==> config.mk <==
export PLATFORM = sky130hd
export DESIGN_NAME = adc_row_buffer
export DESIGN_NICKNAME = d
export VERILOG_FILES = /design/src/rtl/camera_pkg.sv /design/src/rtl/adc_row_buffer_sync_fifo.sv /design/src/rtl/adc_row_buffer.sv
export SDC_FILE = /design/constraint.sdc
export NUM_CORES = 1
export LEC_CHECK = 0
export ABC_CLOCK_PERIOD_IN_PS = 4600
export CELL_PAD_IN_SITES_DETAIL_PLACEMENT = 0
export CELL_PAD_IN_SITES_GLOBAL_PLACEMENT = 1
export CORE_MARGIN = 3
export CORE_UTILIZATION = 52
export DETAILED_ROUTE_END_ITERATION = 8
export PLACE_DENSITY = 0.86
export SLEW_MARGIN = 0
export SYNTH_ARGS = -nofsm -noshare
export SYNTH_HDL_FRONTEND = slang
export SYNTH_HIERARCHICAL = 1
export SYNTH_SLANG_ARGS = --single-unit
export TNS_END_PERCENT = 30
==> constraint.sdc <==
create_clock -name clk -period 4.6 [get_ports clk]
set_input_delay 0.92 -clock clk [delete_from_list [all_inputs] [get_ports clk]]
set_output_delay 0.92 -clock clk [all_outputs]
set_load 0.005 [all_outputs]
==> src/rtl/camera_pkg.sv <==
`default_nettype none
// ============================================================================
// Package : camera_pkg
// Brief   : Shared state encodings, error bit indices and defaults for the
//           ADC row buffer.
// Rev     : 1.0 - initial release
// ============================================================================
package camera_pkg;

    localparam int DEFAULT_DATA_W = 8;
    localparam int ERR_W          = 4;

    typedef enum logic [2:0] {
        WAIT_R1 = 3'd0,
        ROW1    = 3'd1,
        WAIT_R2 = 3'd2,
        ROW2    = 3'd3,
        FLUSH   = 3'd4
    } state_t;

    localparam int ERR_OVERFLOW    = 0;
    localparam int ERR_ILLEGAL_SEL = 1;
    localparam int ERR_SHORT_ROW   = 2;
    localparam int ERR_ABORT       = 3;

endpackage
`default_nettype wire

==> src/rtl/adc_row_buffer_sync_fifo.sv <==
`default_nettype none
// ============================================================================
// Module : sync_fifo
// Brief  : Single-clock first-word fall-through FIFO with synchronous flush.
// Rev    : 1.0 - initial release
// ============================================================================
module sync_fifo #(
    parameter int WIDTH = 10,
    parameter int DEPTH = 8
) (
    input  logic             clk,
    input  logic             reset,
    input  logic             flush,
    input  logic             push,
    input  logic             pop,
    input  logic [WIDTH-1:0] din,
    output logic [WIDTH-1:0] dout,
    output logic             full,
    output logic             empty
);

    localparam int          c_aw      = $clog2(DEPTH);
    localparam logic [c_aw:0] c_ptr_one = (c_aw + 1)'(1);

    logic [WIDTH-1:0] r_mem [DEPTH];
    logic [c_aw:0]    r_wr_ptr;
    logic [c_aw:0]    r_rd_ptr;
    logic             w_do_push;
    logic             w_do_pop;

    // Extra MSB on each pointer separates the full and empty cases.
    assign empty = (r_wr_ptr == r_rd_ptr);
    assign full  = (r_wr_ptr[c_aw] != r_rd_ptr[c_aw]) &&
                   (r_wr_ptr[c_aw-1:0] == r_rd_ptr[c_aw-1:0]);

    assign w_do_pop  = pop & ~empty & ~flush;
    assign w_do_push = push & ~flush & (~full | w_do_pop);

    assign dout = r_mem[r_rd_ptr[c_aw-1:0]];

    always_ff @(posedge clk) begin
        if (reset || flush) begin
            r_wr_ptr <= '0;
            r_rd_ptr <= '0;
        end else begin
            if (w_do_push) r_wr_ptr <= r_wr_ptr + c_ptr_one;
            if (w_do_pop)  r_rd_ptr <= r_rd_ptr + c_ptr_one;
        end
    end

    always_ff @(posedge clk) begin
        if (w_do_push) r_mem[r_wr_ptr[c_aw-1:0]] <= din;
    end

endmodule
`default_nettype wire

==> src/rtl/adc_row_buffer.sv <==
`default_nettype none
// ============================================================================
// Module : adc_row_buffer
// Brief  : Captures two-row ADC bursts, tags and buffers each sample, streams
//          them on a valid/ready port and tracks sticky protocol errors.
// Rev    : 1.0 - initial release
// ============================================================================
module adc_row_buffer
    import camera_pkg::*;
#(
    parameter int DATA_W          = DEFAULT_DATA_W,
    parameter int SAMPLES_PER_ROW = 5,
    parameter int FIFO_DEPTH      = 8
) (
    input  logic              clk,
    input  logic              reset,
    input  logic              adc,
    input  logic              nre1,
    input  logic              nre2,
    input  logic              erase,
    input  logic [DATA_W-1:0] adc_data,
    input  logic              out_ready,
    output logic              out_valid,
    output logic [DATA_W-1:0] out_data,
    output logic              out_row,
    output logic              out_last,
    output logic              frame_done,
    output logic [ERR_W-1:0]  err_flags,
    input  logic              clear_err
);

    localparam int                 c_cnt_w   = $clog2(SAMPLES_PER_ROW + 1);
    localparam logic [c_cnt_w-1:0] c_spr     = c_cnt_w'(SAMPLES_PER_ROW);
    localparam logic [c_cnt_w-1:0] c_spr_m1  = c_cnt_w'(SAMPLES_PER_ROW - 1);
    localparam logic [c_cnt_w-1:0] c_cnt_one = c_cnt_w'(1);
    localparam int                 c_ent_w   = DATA_W + 2;

    state_t             r_state;
    state_t             w_state_nxt;
    logic [c_cnt_w-1:0] r_cnt;
    logic [c_cnt_w-1:0] w_cnt_nxt;
    logic [ERR_W-1:0]   r_err;
    logic [ERR_W-1:0]   w_err_set;

    logic w_cap1;
    logic w_cap2;
    logic w_both_low;
    logic w_abort;
    logic w_push_req;
    logic w_tag_row;
    logic w_tag_last;
    logic w_flush;
    logic w_err_sel;
    logic w_err_short;
    logic w_pop;
    logic w_fifo_full;
    logic w_fifo_empty;

    logic [c_ent_w-1:0] w_din;
    logic [c_ent_w-1:0] w_dout;

    assign w_cap1     = adc & ~nre1 &  nre2;
    assign w_cap2     = adc &  nre1 & ~nre2;
    assign w_both_low = adc & ~nre1 & ~nre2;
    assign w_abort    = erase & ((r_state == ROW1) || (r_state == WAIT_R2) ||
                                 (r_state == ROW2));

    always_comb begin
        w_state_nxt = r_state;
        w_cnt_nxt   = r_cnt;
        w_push_req  = 1'b0;
        w_tag_row   = 1'b0;
        w_tag_last  = 1'b0;
        w_flush     = 1'b0;
        w_err_sel   = w_both_low;
        w_err_short = 1'b0;
        frame_done  = 1'b0;

        if (w_abort) begin
            // Abort discards the whole partial frame, including any capture now.
            w_flush     = 1'b1;
            w_state_nxt = WAIT_R1;
        end else begin
            case (r_state)
                WAIT_R1: begin
                    if (w_cap1) begin
                        w_state_nxt = ROW1;
                        w_push_req  = 1'b1;
                        w_cnt_nxt   = c_cnt_one;
                    end else if (w_cap2) begin
                        w_err_sel = 1'b1;
                    end
                end
                ROW1: begin
                    if (!adc) begin
                        w_err_short = (r_cnt < c_spr);
                        w_state_nxt = WAIT_R2;
                    end else if (w_cap1) begin
                        if (r_cnt < c_spr) begin
                            w_push_req = 1'b1;
                            w_cnt_nxt  = r_cnt + c_cnt_one;
                        end else begin
                            w_err_sel = 1'b1;
                        end
                    end else if (w_cap2) begin
                        w_err_sel = 1'b1;
                    end
                end
                WAIT_R2: begin
                    if (w_cap2) begin
                        w_state_nxt = ROW2;
                        w_push_req  = 1'b1;
                        w_tag_row   = 1'b1;
                        w_tag_last  = (SAMPLES_PER_ROW == 1);
                        w_cnt_nxt   = c_cnt_one;
                    end else if (w_cap1) begin
                        w_err_sel = 1'b1;
                    end
                end
                ROW2: begin
                    if (!adc) begin
                        w_err_short = (r_cnt < c_spr);
                        w_state_nxt = FLUSH;
                    end else if (w_cap2) begin
                        if (r_cnt < c_spr) begin
                            w_push_req = 1'b1;
                            w_tag_row  = 1'b1;
                            w_tag_last = (r_cnt == c_spr_m1);
                            w_cnt_nxt  = r_cnt + c_cnt_one;
                        end else begin
                            w_err_sel = 1'b1;
                        end
                    end else if (w_cap1) begin
                        w_err_sel = 1'b1;
                    end
                end
                FLUSH: begin
                    if (w_cap1 || w_cap2) w_err_sel = 1'b1;
                    if (w_fifo_empty) begin
                        frame_done  = 1'b1;
                        w_state_nxt = WAIT_R1;
                    end
                end
                default: w_state_nxt = WAIT_R1;
            endcase
        end
    end

    assign w_pop = out_valid & out_ready;
    assign w_din = {w_tag_last, w_tag_row, adc_data};

    always_comb begin
        w_err_set                  = '0;
        w_err_set[ERR_OVERFLOW]    = w_push_req & w_fifo_full & ~w_pop;
        w_err_set[ERR_ILLEGAL_SEL] = w_err_sel;
        w_err_set[ERR_SHORT_ROW]   = w_err_short;
        w_err_set[ERR_ABORT]       = w_abort;
    end

    always_ff @(posedge clk) begin
        if (reset) begin
            r_state <= WAIT_R1;
            r_cnt   <= '0;
            r_err   <= '0;
        end else begin
            r_state <= w_state_nxt;
            r_cnt   <= w_cnt_nxt;
            // A clear and a fresh error in the same cycle keep the fresh error.
            r_err   <= (clear_err ? '0 : r_err) | w_err_set;
        end
    end

    sync_fifo #(
        .WIDTH (c_ent_w),
        .DEPTH (FIFO_DEPTH)
    ) u_fifo (
        .clk   (clk),
        .reset (reset),
        .flush (w_flush),
        .push  (w_push_req),
        .pop   (w_pop),
        .din   (w_din),
        .dout  (w_dout),
        .full  (w_fifo_full),
        .empty (w_fifo_empty)
    );

    // Storage is not reset, so payload outputs are forced low while empty.
    assign out_valid = ~w_fifo_empty;
    assign out_data  = out_valid ? w_dout[DATA_W-1:0] : '0;
    assign out_row   = out_valid & w_dout[DATA_W];
    assign out_last  = out_valid & w_dout[DATA_W+1];
    assign err_flags = r_err;

endmodule
`default_nettype wire

==> results_dict.tcl <==
set metrics [dict create \
    worstPathRequired_ps 3680 \
    die_w_um 97.74 \
    die-area_mm2 0.009553 \
    post-route-period-util 0.7805 \
    ios 32 \
    p_int_uw 1232 \
    drive_gt1_frac 0.2198 \
    synth_edf_count 80 \
    netlist_instances 281 \
    io_buffers 31 \
    worst_pin_slew_ps 999.9 \
    ant_nets 0 \
    rows 32 \
    start_util 0.5521 \
    status "complete, no violations" \
    arrival_ps 2670 \
    met2_usage 0.2862 \
    overflow 0 \
    cts_resized 0 \
    antenna_found_initial 0 \
    pwr-share-clk 0.322 \
    drt-total-wl_mm 7.708 \
    gr-usage-all-layers 0.1763 \
    syn2layout_area_growth_pct 14.07 \
    gp_congestion 0.8141 \
    fillers 598 \
    hold_path_class "register to register" \
    diodes 0 \
    power_density_mw_per_mm2 317.2 \
    clk_pin_slew_ps 90 \
    grt_max_degree 21 \
    skew_ps 8.567 \
    grt_use_met3 0.04429 \
    synthFlopType "edfxtp_1" \
    rsz0062_at_grt "no" \
    holdBufCountCts 0 \
    cts_setup_buffers 0 \
    p_leak_uw 0.001594 \
    final-seq-area_mm2 0.002823 \
    syn-cell-area_mm2 0.004377 \
    core_area_mm2 0.007928 \
    cts_sinks 101 \
    swShare 0.2222 \
    ys_seq_elements 101 \
    synth_nets 301 \
    worstPathMaxFanout 20 \
    syn_area_per_cell_um2 15.58 \
    finalHoldViolations 0 \
    insertion_delay_ps 360 \
    cts_tree "yes" \
    switchingPower_uw 351.9 \
    drc 0 \
    postLayoutCellArea_mm2 0.004992 \
    grt_pass1_wl_mm 12.97 \
    vias 2410 \
    vdd_ir_drop_max_uv 152.5 \
    drt-pass1-iter-count 4 \
    grtUsageMet1 0.2376 \
    multi_input_area_mm2 0.001444 \
    slew_violations 0 \
    min_period_ps 3590 \
    busiest_layer "met2" \
    cts_buffers 9 \
    async_reset_ff_frac 0 \
    relSlewSlack 0.3325 \
    grt_pass1_vias 2418 \
    htree_num_levels 3 \
    p_comb_frac 0.052 \
    yosysWarnings 6 \
    cp-end-kind "output port" \
    seq_area_frac_synth 0.6449 \
    cp-start-kind "register" \
    max_freq_mhz 278.5 \
    finalSetupTns_ps 0 \
    finalNetCount 338 \
    drt-initial-drc-count 93 \
    cts_root_buffer "clkbuf_8" \
    via_per_inst 5.671 \
    setup_viol 0 \
    routedWlPerCell_um 18.14 \
    chipHeight_um 97.74 \
    placed_cell_area_mm2 0.004810 \
    seqPwrFrac 0.627 \
    synth_cell_types 49 \
    hpwl_mm 5.073 \
    drv_cap 0 \
    worstSetupPathType "register to output port" \
    clockBufferDepth 2 \
]
-- stage by stage --
step | util | std cells | worst slack, ps | hold WS [ps] | power [uW]
final | 0.6297 | 425 | 1010 | 472.3 | 1584
after global routing | 0.6297 | 425 | 864.3 | 507.0 | 1658
after CTS | 0.6297 | 425 | 965.1 | 480.9 | 1604
after detailed placement | 0.6067 | 409 | 741.7 | 469.1 | 1096
after global placement | 0.6067 | 409 | 910.2 | 449.1 | 1094
after floorplan | - | 281 | 1298 | 451.3 | 1053
-- registers in the layout, indices dropped and copies added, names as in the netlist, named ones only --
register	flops
r_state	3
err_flags	4
u_fifo/r_mem	80
u_fifo/r_wr_ptr	4
u_fifo/r_rd_ptr	4
r_cnt	3
-- synthesized netlist by cell type (2+ instances only) --
library cell	n	area [um2]
ha_1	4	50.05
mux4_2	20	450.4
mux2_2	10	112.6
o21ai_4	2	32.53
a21oi_1	4	20.02
nand2_1	12	45.04
xnor2_1	2	17.52
nor2_1	18	67.56
o211ai_1	3	22.52
buf_2	3	15.01
xnor2_2	3	48.80
o21ai_0	4	20.02
nor3_1	12	60.06
dfxtp_1	21	420.4
mux2i_1	5	50.05
nand2b_1	4	25.02
a211oi_1	3	22.52
xor2_1	2	17.52
edfxtp_1	80	2402
nor2b_1	16	100.1
nand4_1	4	25.02
nand3b_1	2	15.01
clkbuf_1	4	15.01
or3_1	3	18.77
buf_1	2	7.510
nand3_1	4	20.02
buf_4	4	30.03
inv_1	9	33.78
-- final cells by class --
| class | instances | share of cell area |
|---|---|---|
| timing repair buffer | 40 | 0.07569 |
| multi-input combinational | 156 | 0.2892 |
| clock inverter | 7 | 0.01178 |
| tap | 102 | 0.02556 |
| clock buffer | 9 | 0.02481 |
| sequential | 101 | 0.5654 |
| inverter | 10 | 0.007519 |
-- layout by cell type (no fill, tap or decap), types with 4 or more instances in the layout --
master           count
nand4_1              4
buf_4                9
o21ai_0              4
mux2i_1              5
mux2_2              10
nor3_1              12
ha_1                 4
nor2b_1             16
clkdlybuf4s50_1     31
nand2_1             12
a21oi_1              4
nand3_1              4
mux4_2              20
nor2_1              18
inv_1                9
dfxtp_1             21
edfxtp_1            80
clkbuf_8             9
nand2b_1             4
-- layer usage --
| metal | vias to the layer above | wire [um] |
|---|---|---|
| li1 | 1166 | - |
| met1 | 1193 | 3557 |
| met2 | 42 | 3770 |
| met3 | 9 | 276 |
| met4 | 0 | 103 |
| met5 | - | 0 |
-- final timing paths --
check / depth (start not counted) / startpoint / slack (ps) / to
min reg2reg: 2 / err_flags[2] / 470 / err_flags[2]
max: 4 / register / 1010 / out_row
min: 2 / err_flags[2] / 470 / err_flags[2]
max reg2reg: 6 / r_state[1] / 1700 / u_fifo/r_mem[5][1]
-- worst max-delay path, cell delays in order (launching register included) --
cell             delay, ps
dfxtp_1                990
mux4_2                 440
mux2_2                 280
nor2b_1                130
clkdlybuf4s50_1        470
-- power groups by stage --
stage	logic [uW]	clock network (uW)	registers, uW
after floorplan	43.2	0	1010
after global routing	90.3	575	994
after CTS	83.2	529	992
after global placement	81.3	0	1010
final	82.2	509	992
after detailed placement	82.9	0	1010
-- logic make-up after synthesis --
logic type	count (synthesis)	share of synthesized area
muxes	35	0.1401
buffers and inverters	24	0.02658
DFF	101	0.6449
AOI/OAI and AO/OA	25	0.05203
and+or+nand+nor	85	0.1058
adders and majority gates	4	0.01144
xor gates and xnor gates	7	0.01916
No activity file was read; power rests on OpenSTA's default activity.
